===== config.mk =====
export PLATFORM = sky130hd
export DESIGN_NAME = serial_sub_ctrl
export DESIGN_NICKNAME = d
export VERILOG_FILES = /design/src/rtl/serial_sub_pkg.sv /design/src/rtl/serial_sub_ctrl_full_sub.sv /design/src/rtl/serial_sub_ctrl.sv
export SDC_FILE = /design/constraint.sdc
export NUM_CORES = 1
export LEC_CHECK = 0
export CAP_MARGIN = 20
export CELL_PAD_IN_SITES_DETAIL_PLACEMENT = 1
export CELL_PAD_IN_SITES_GLOBAL_PLACEMENT = 1
export CORE_ASPECT_RATIO = 0.75
export CORE_MARGIN = 4
export CORE_UTILIZATION = 39
export CTS_BUF_LIST = sky130_fd_sc_hd__clkbuf_8
export DETAILED_ROUTE_END_ITERATION = 8
export PLACE_DENSITY_LB_ADDON = 0.15
export SLEW_MARGIN = 20
export SYNTH_ARGS = -nofsm -noshare
export SYNTH_HDL_FRONTEND = slang
export SYNTH_SLANG_ARGS = --single-unit
export TNS_END_PERCENT = 1

===== constraint.sdc =====
create_clock -name clk -period 1.4 [get_ports clk]
set_clock_uncertainty 0.1 [all_clocks]
set_input_delay 0.42 -clock clk [delete_from_list [all_inputs] [get_ports clk]]
set_output_delay 0.42 -clock clk [all_outputs]
set_load 0.05 [all_outputs]

===== src/rtl/serial_sub_pkg.sv =====
// serial_sub_pkg: shared types and helpers for the bit-serial subtractor.
//   state_t   : controller states (IDLE, RUN)
//   cnt_width : bit-counter width for a given operand width (minimum 1)
package serial_sub_pkg;

   typedef enum logic {
      IDLE = 1'b0,
      RUN  = 1'b1
   } state_t;

   function automatic int unsigned cnt_width(input int unsigned w);
      return (w <= 1) ? 1 : $clog2(w);
   endfunction

endpackage


===== src/rtl/serial_sub_ctrl_full_sub.sv =====
// half_sub : 1-bit half subtractor.
//   a, b  : operand bits (a - b)
//   diff  : difference bit
//   bout  : borrow out
// full_sub : 1-bit full subtractor built from two half_sub cells.
//   a, b  : operand bits (a - b - bin)
//   bin   : borrow in
//   diff  : difference bit
//   bout  : borrow out
module half_sub (
   input  logic a,
   input  logic b,
   output logic diff,
   output logic bout
);

   assign diff = a ^ b;
   assign bout = ~a & b;

endmodule

module full_sub (
   input  logic a,
   input  logic b,
   input  logic bin,
   output logic diff,
   output logic bout
);

   logic d1;
   logic b1;
   logic b2;

   half_sub u_hs0 (
      .a    (a),
      .b    (b),
      .diff (d1),
      .bout (b1)
   );

   half_sub u_hs1 (
      .a    (d1),
      .b    (bin),
      .diff (diff),
      .bout (b2)
   );

   assign bout = b1 | b2;

endmodule


===== src/rtl/serial_sub_ctrl.sv =====
// serial_sub_ctrl: bit-serial unsigned subtractor (diff = a - b), LSB first,
// one full_sub cell time-shared over WIDTH cycles.
//   clk, rst_n : clock (rising edge), asynchronous active-low reset
//   start      : request, sampled only while idle
//   a, b       : minuend / subtrahend, captured on the accepted start edge
//   busy       : high while an operation runs (exactly WIDTH cycles)
//   done       : one-cycle pulse when diff/borrow_out/zero are updated
//   diff       : a - b modulo 2^WIDTH, held until the next completion
//   borrow_out : 1 iff a < b, held with diff
//   zero       : 1 iff diff == 0, held with diff
module serial_sub_ctrl
   import serial_sub_pkg::*;
#(
   parameter int WIDTH = 8
) (
   input  logic             clk,
   input  logic             rst_n,
   input  logic             start,
   input  logic [WIDTH-1:0] a,
   input  logic [WIDTH-1:0] b,
   output logic             busy,
   output logic             done,
   output logic [WIDTH-1:0] diff,
   output logic             borrow_out,
   output logic             zero
);

   localparam int unsigned CW = cnt_width(WIDTH);

   state_t           state;
   state_t           state_next;
   logic             load;
   logic             last;

   logic [WIDTH-1:0] a_sh;
   logic [WIDTH-1:0] b_sh;
   logic [WIDTH-1:0] res_sh;
   logic [WIDTH-1:0] res_next;
   logic [CW-1:0]    cnt;
   logic             bor;
   logic             d;
   logic             nb;

   full_sub u_fs (
      .a    (a_sh[0]),
      .b    (b_sh[0]),
      .bin  (bor),
      .diff (d),
      .bout (nb)
   );

   assign last = (cnt == CW'(WIDTH - 1));
   assign busy = (state == RUN);

   // Result shifts in at the MSB; written as shift-then-overwrite so that
   // WIDTH=1 needs no zero-width slice.
   always_comb begin
      res_next           = res_sh >> 1;
      res_next[WIDTH-1]  = d;
   end

   always_comb begin
      state_next = state;
      load       = 1'b0;
      case (state)
         IDLE: begin
            if (start) begin
               state_next = RUN;
               load       = 1'b1;
            end
         end
         RUN: begin
            if (last) begin
               state_next = IDLE;
            end
         end
         default: state_next = IDLE;
      endcase
   end

   always_ff @(posedge clk or negedge rst_n) begin
      if (!rst_n) begin
         state <= IDLE;
      end else begin
         state <= state_next;
      end
   end

   always_ff @(posedge clk or negedge rst_n) begin
      if (!rst_n) begin
         a_sh       <= '0;
         b_sh       <= '0;
         res_sh     <= '0;
         cnt        <= '0;
         bor        <= 1'b0;
         done       <= 1'b0;
         diff       <= '0;
         borrow_out <= 1'b0;
         zero       <= 1'b0;
      end else begin
         done <= (state == RUN) && last;
         if (load) begin
            a_sh <= a;
            b_sh <= b;
            bor  <= 1'b0;
            cnt  <= '0;
         end else if (state == RUN) begin
            a_sh   <= a_sh >> 1;
            b_sh   <= b_sh >> 1;
            res_sh <= res_next;
            bor    <= nb;
            cnt    <= cnt + 1'b1;
            if (last) begin
               diff       <= res_next;
               borrow_out <= nb;
               zero       <= (res_next == '0);
            end
         end
      end
   end

endmodule

# Word level (Yosys, flattened, before mapping)
# Index checks and enable logic that the tools add are counted.
[totals]
word_cells = 38
inputBits = 19
output_inout_bits = 12
ff_bits = 40
[op_classes]
n_reduce_logical = 5
eq_ne = 1
bitwise_logic = 9
n_addsub = 1
muxes = 12
[ops]
columns = ["cell", "n"]
rows = [
  ["$mux W8", 4],
  ["$logic_not A8 Y1", 1],
  ["$mux W3", 2],
  ["$mux W1", 5],
  ["$not A1 Y1", 4],
  ["$add A3 B1 Y3 const B", 1],
  ["$eq A3 B3 Y1 const B", 1],
  ["$reduce_and A3 Y1", 1],
  ["$and A1 B1 Y1", 2],
  ["$pmux W1 S2", 1],
  ["$reduce_and A2 Y1", 1],
  ["$reduce_bool A2 Y1", 1],
  ["$xor A1 B1 Y1", 2],
  ["$logic_and A1 B1 Y1", 1],
  ["$or A1 B1 Y1", 1],
]

# Longest topological paths before layout
# Gate-level depths: netlist of the first run.
[logic_depth]
ltp_word = 6
mapped_depth = 4
mapped_depth_nobuf = 4

# Hierarchy
# From an unflattened synthesis of the first run, not the netlist that was laid out.
[unflattened]
hier_cells = 130
area_unflattened_um2 = 1714.1
[modules_own_cells]
columns = ["module", "area_per_inst_um2", "seq_area_each_um2", "instances", "cells_each"]
rows = [
  ["serial_sub_ctrl", 1667.8, 975.9, 1, 123],
  ["half_sub", 20.0, 0.0, 2, 3],
  ["full_sub", 6.3, 0.0, 1, 1],
]

# Worst setup path after synthesis of the first run
# Ideal clock, no wire load.
[synth_timing]
path_type = "reg2reg"
startpoint = "register state, in the netlist busy"
endpoint = "register res_sh[5]"
setup_time_ns = 0.125
path_slack_ns = -0.139
stages_incl_launch_ff = 4
arrival_ns = 1.314
path_buffers = 2
t_required_ns = 1.175
synth_period_minus_slack_ns = 1.539
cell_sequence = "dfrtp_1 buf_4 buf_6 mux2_2"
[synth_via]
elab_chain_len = 3
[synth_rtl]
columns = ["item", "line_no", "source"]
rows = [
  ["start: declaration", "serial_sub_ctrl.sv:30", "state_t state;"],
  ["start signal: assignment", "serial_sub_ctrl.sv:85", "state <= state_next;"],
  ["$mux W1", "serial_sub_ctrl.sv:65", "case (state)"],
  ["$not A1 Y1 (no line)", "n/a", ""],
  ["$reduce_and A2 Y1 (no line) (*)", "n/a", ""],
  ["end signal: assignment", "serial_sub_ctrl.sv:110", "res_sh <= res_next;"],
  ["end: declaration", "serial_sub_ctrl.sv:37", "logic [WIDTH-1:0] res_sh;"],
]
# Mark *: on every way between the ends. The rest lies on a longest branch, timed or not.
# A chain may end at the register's enable or synchronous reset.

# Worst setup path in the final report of the first run
[layout_timing]
startpoint = "register bor"
endpoint = "register res_sh[7]"
[layout_via]
elab_chain_len = 1
[layout_rtl]
columns = ["item", "line_no", "source"]
rows = [
  ["start: declaration", "serial_sub_ctrl.sv:40", "logic bor;"],
  ["start signal: assignment", "serial_sub_ctrl.sv:111", "bor <= nb;"],
  ["$xor A1 B1 Y1", "serial_sub_ctrl_full_sub.sv:17", "assign diff = a ^ b;"],
  ["named net d", "serial_sub_ctrl.sv:41", "logic d;"],
]
# The timed path passes the listed nets, and every way through them passes these cells.

==> out/results.ini, run 1 <==
[run_status]
status=finished, violations left
violations=setup timing

[synth]
synth_commonest_cells=dfrtp_1, mux2i_1, nand2_1, o21ai_0, mux2_1
ys_seq_area_share_pct=59.18
synth.top_cell.area_share_pct=59.18
yosysMostFrequentCell=dfrtp_1
syn_area_per_cell_sq_um=13.09
ys_seq_elements=39
synth.area.top_cells=dfrtp_1, mux2i_1, mux2_1
synth_edf_count=0
async_reset_ff_share_pct=100.0
syn_area_sq_um=1649
synth.distinct_cells=21
yosysWarningCount=0
syn_inst=126
yosysTopAreaCell=dfrtp_1
ys.flop_type=dfrtp_1
synth_nets=148

[die]
die_w_um=83.09
row_count=20
core_sq_um=4054
dieArea_sq_um=5344
io_pins=31
start_util_pct=40.68
fp.dieH_um=64.32

[pwr]
leakagePower_nw=1.090
p_per_area_nw_per_um2=2395
vdd_drop_max_mv=1.035

[global_route]
grt_antenna_before_repair=0
grt_pass1_vias=1255
grt_max_degree=40
grt_pass1_wl_um=6113
track_usage_pct=14.77
grt-ovfl-total=0

[sta]
rsz0062_at_grt=yes
setup_slack_ns=-0.1279
slew_violations=0
hold_viol=0
slew_headroom_pct=81.51
finalCriticalPeriod_ns=1.528
fin_crit_sh_pct=109.1
setup_viol=12
max_freq_mhz=654.5
worst_slew_pin_slew_ns=0.2773

[cells_and_area]
drive_gt1_share_pct=27.81
diodes=0
final_nets=190
final_area_sq_um=2327
finalNonFillerCells=224
area_delta_synth_final_pct=41.12

[critical_path]
worstSetupEndpointType=flop
reg2reg_slack_ns=-0.13
max_stage_delay_ns=0.46
critPathRequiredTime_ns=1.47
crit_arrival_ns=1.60
cp_cell_sequence=inv_2 -> fa_2 -> buf_6 -> mux2_4
worst-path-stages=4
crit_type=flop to flop
cp_top_family=adder cells
critPathMaxFanout=2
crit_path_start_kind=flop
path_buf_inv=2
slowest_stage=fa_2
rr_worst_depth=4

[placed_design]
port_buffers=30
routabilityCongestion=0.6783
dp.cells=215
placed_area_sq_um=2187
hpwl_um=2471

[detailed_routing]
wl_um=3439
vias=1096
drtIter0Drc=52
wl_per_cell_um=15.35
route.detailed.drc=0
dr.pass1.iters=4
route.antenna.remaining_nets=0
vias_per_cell=4.893

[clocking]
clk_latency_ns=0.29
htreeDepth=2
clk_pin_slew_worst_paths_ns=0.08
numCtsBuffers=5
cts.sinks=39
cts_tree=yes
max-clock-path-buffers=2
cts_root_buffer=clkbuf_8

[run]
cap_violations=0

[worst_hold_path]
min_path_type=flop to flop
hold_depth=2

==> cells in the final DEF, fill, tap and decap left out <==
cell,synthesis,final
dfrtp_1,39,38
mux2i_1,16,16
clkdlybuf4s50_1,0,16
nand2_1,14,14
o21ai_0,14,14
buf_12,0,14
mux2_1,9,8
buf_4,2,8
mux2_2,8,7
clkbuf_8,0,7
nor2_1,3,3
inv_1,4,3
a22o_1,3,3
inv_2,0,2
mux2_4,0,2
a21oi_1,1,1
nand2_4,1,1
nor4_4,0,1
nor4_1,2,1
a21boi_1,1,1
a41o_1,1,1
fa_2,0,1
ha_2,0,1
ha_1,2,1
dfrtp_2,0,1
dlygate4sd3_1,0,1
buf_2,2,1
dlygate4sd2_1,0,1
buf_6,1,1
==> what timing repair did <==
| action | in CTS | in global routing |
|---|---|---|
| setup endpoints to repair | 17 | 23 |
| buffers inserted | 1 | 0 |
| pin swaps | 3 | 1 |
| gates resized for setup | 7 | 3 |
| hold buffers | 1 | 0 |
| hold endpoints to repair | 25 | 0 |
==> per-layer routing <==
layer	vias to the layer above	track usage (%)	part of all wire, %
met2	18	25.10	51
li1	520	-	-
met1	553	17.41	44
met3	5	4.639	3.7
met5	-	0	0
met4	0	6.122	1.3
==> through the flow <==
step / setup TNS [ns] / power, mW / utilization, % / worst slack (ns) / hold slack (ns)
2_1_floorplan: -0.6380 / 3.363 / - / -0.06814 / 0.02441
3_3_place_gp: -5.814 / 4.467 / 53.95 / -0.3226 / 0.3006
3_5_place_dp: -7.075 / 4.628 / 53.95 / -0.3500 / 0.3067
4_1_cts: -1.384 / 5.601 / 57.25 / -0.1764 / 0.3940
5_1_grt: -1.993 / 5.967 / 57.41 / -0.1679 / 0.4315
6_report: -1.159 / 5.574 / 57.41 / -0.1279 / 0.3843
==> sequential cells by signal, summed over array words and instances, names as in the netlist <==
signal,flops
bor,1
busy,1
zero,1
res_sh,7
borrow_out,1
b_sh,8
done,1
cnt,3
diff,8
a_sh,8
==> worst paths after layout <==
kind	end	start
worst max-delay path	res_sh[7]$_DFFE_PN0P_	bor$_DFFE_PN0P_
worst min-delay path	a_sh[3]$_DFFE_PN0P_	a_sh[4]$_DFFE_PN0P_
worst max register to register	res_sh[7]$_DFFE_PN0P_	bor$_DFFE_PN0P_
worst min register to register	a_sh[3]$_DFFE_PN0P_	a_sh[4]$_DFFE_PN0P_
max in group asynchronous	busy$_DFF_PN0_	rst_n
min in group asynchronous	diff[5]$_DFFE_PN0P_	rst_n
==> power breakdown <==
group / internal [mW] / switching [mW]
Sequential: 1.62 / 0.462
Clock: 0.442 / 0.374
Combinational: 1.43 / 1.24
Total: 3.49 / 2.08
==> cells by family after synthesis <==
group | share of synthesized area [%]
fa+ha+maj | 2.731
mux | 21.32
compound gates | 7.208
simple gates | 5.311
flops | 59.18
buf+inv | 4.248
==> worst min-delay path: cells and delay by family (launching register included) <==
| family | cells | cell delay (ns) |
|---|---|---|
| and+or+nand+nor | 1 | 0.05 |
| AOI/OAI and AO/OA | 1 | 0.06 |
| DFF | 1 | 0.35 |
==> final cells by class <==
type / count / area, sq um
multi-input cells: 76 / 630.6
clock inverters: 1 / 3.754
inverters: 4 / 15.01
flip-flops and latches: 39 / 977.2
repair buffers: 42 / 535.5
well taps: 55 / 68.82
clock buffers: 7 / 96.34
fillers: 413 / 1727
No activity file was read; power rests on OpenSTA's default activity.
==> inputs of run 2 (changes only) <==
Settings changed: PLACE_DENSITY set to 0.83, PLACE_DENSITY_LB_ADDON 0.15 to not set.
==> out/results.ini, run 2 (synthesis gave the netlist of run 1 again) <==
[sta]
slew_violations=0  ; unchanged
finalCriticalPeriod_ns=1.517  ; -0.01071 ns
fin_crit_sh_pct=108.4  ; -0.77 points
slew_headroom_pct=77.95  ; -3.6 points
hold_viol=0  ; unchanged
rsz0062_at_grt=yes
max_freq_mhz=659.1  ; +0.71%
worst_slew_pin_slew_ns=0.3277  ; +0.05037 ns
setup_slack_ns=-0.1171  ; +0.01071 ns
setup_viol=16  ; +4

[clocking]
cts_tree=yes
cts_root_buffer=clkbuf_8
max-clock-path-buffers=2  ; unchanged
numCtsBuffers=5  ; unchanged
cts.sinks=39  ; unchanged
clk_latency_ns=0.30  ; about the same
clk_pin_slew_worst_paths_ns=0.08  ; about the same
htreeDepth=2  ; unchanged

[cells_and_area]
diodes=0  ; unchanged
top_regs=a_sh (8), b_sh (8), diff (8)
final_nets=193  ; +1.6%
most-common-layout-cells=dfrtp_1, clkdlybuf4s50_1, mux2i_1, buf_12, nand2_1
finalNonFillerCells=227  ; +1.3%
area_delta_synth_final_pct=45.22
drive_gt1_share_pct=33.14  ; +5.3 points
layout_commonest_cell=dfrtp_1

[critical_path]
cp_cell_sequence=inv_1 -> fa_2 -> nor4_4 -> a41o_1
critPathMaxFanout=3  ; +1
crit_type=flop to flop
crit_arrival_ns=1.65  ; +0.05 ns
max_stage_delay_ns=0.48  ; +0.02 ns
slowest_stage=fa_2
worstSetupEndpointType=flop
critPathRequiredTime_ns=1.53  ; +0.06 ns
crit_path_start_kind=flop

[placed_design]
dp.cells=214  ; -0.47%
place_ws_ns=-0.4087  ; -0.05863 ns
port_buffers=30  ; unchanged
routabilityCongestion=0.7265  ; +7.1%
hpwl_um=2509  ; +1.6%

[die]
start_util_pct=40.68  ; unchanged
core_sq_um=4054  ; unchanged
fp.dieH_um=64.32  ; unchanged
io_pins=31  ; unchanged
die_w_um=83.09  ; unchanged
dieArea_sq_um=5344  ; unchanged
row_count=20  ; unchanged

[pwr]
p_per_area_nw_per_um2=2419  ; +1.0%
vdd_drop_max_mv=0.9403  ; -9.1%
leakagePower_nw=1.128  ; +3.5%

[detailed_routing]
wl_um=4554  ; +32%
route.antenna.remaining_nets=0  ; unchanged
vias_per_cell=5.057  ; +3.4%
dr.pass1.iters=4  ; unchanged
vias=1148  ; +4.7%
drtIter0Drc=38  ; -27%
route.detailed.drc=0  ; unchanged
wl_per_cell_um=20.06  ; +31%

[global_route]
grt_max_degree=40  ; unchanged
grt_pass1_wl_um=7521  ; +23%
track_usage_pct=18.53  ; +3.8 points
grt_pass1_vias=1285  ; +2.4%
grt-ovfl-total=0  ; unchanged
grt_antenna_before_repair=0  ; unchanged

[run]
cap_violations=0  ; unchanged

[worst_hold_path]
min_path_type=flop to flop

[run_status]
violations=setup timing
status=finished, violations left

[run 2: final timing paths]
check	start	to	slack (ns)	cells after the start
max	b_sh[0]$_DFFE_PN0P_	zero$_DFFE_PN0P_	-0.12	4
min	a_sh[4]$_DFFE_PN0P_	a_sh[3]$_DFFE_PN0P_	0.39	2
max reg2reg	b_sh[0]$_DFFE_PN0P_	zero$_DFFE_PN0P_	-0.12	4
min reg2reg	a_sh[4]$_DFFE_PN0P_	a_sh[3]$_DFFE_PN0P_	0.39	2
max in group asynchronous	rst_n	busy$_DFF_PN0_	0.45	3
min in group asynchronous	rst_n	diff[5]$_DFFE_PN0P_	0.55	3
[run 2: stage by stage]
stage / area (sq um) / utilization (%) / hold slack, ns / setup TNS (ns) / total power, mW
6_report: 2395 / 59.07 / 0.3894 / -0.4025 / 5.793
5_1_grt: 2395 / 59.07 / 0.4151 / -1.064 / 6.081
4_1_cts: 2387 / 58.89 / 0.3865 / -0.4207 / 5.656
3_5_place_dp: 2180 / 53.77 / 0.3036 / -7.500 / 4.560
3_3_place_gp: 2180 / 53.77 / 0.2984 / -5.893 / 4.399
2_1_floorplan: 1650 / - / 0.02441 / -0.6380 / 3.363
[run 2: where the power goes]
| group | internal (mW) | switching [mW] | total [mW] |
|---|---|---|---|
| Combinational | 1.53 | 1.43 | 2.97 |
| Clock | 0.335 | 0.399 | 0.735 |
| Sequential | 1.62 | 0.473 | 2.09 |
[run 2: what timing repair did]
action / CTS / global route
cloned: 1 / 0
endpoints found under the hold margin: 39 / 0
gates resized for setup: 18 / 3
pin swaps: 6 / 0
hold buffers: 1 / 0
buffers inserted: 3 / 0
endpoints found under the setup margin: 20 / 27
[run 2: final cells by class]
cell class	count	area [sq um]
Tap cell	55	68.82
Clock inverter	3	12.51
Inverter	4	15.01
Fill cell	412	1659
Multi-Input combinational cell	77	689.4
Timing Repair Buffer	44	563.0
Clock buffer	5	68.82
Sequential cell	39	977.2
[run 2: layer usage]
metal  wire (um)  GRT usage, %
met2        2392         32.10
met1        1948         23.17
met5           0             0
met4          68         7.347
met3         144         3.093
[run 2: critical path: cells and delay by family, from the launching register on]
family / cells / cell delay, ns
flops: 1 / 0.39
compound gates: 1 / 0.22
buf+inv: 1 / 0.08
fa+ha+maj: 1 / 0.48
simple gates: 1 / 0.19
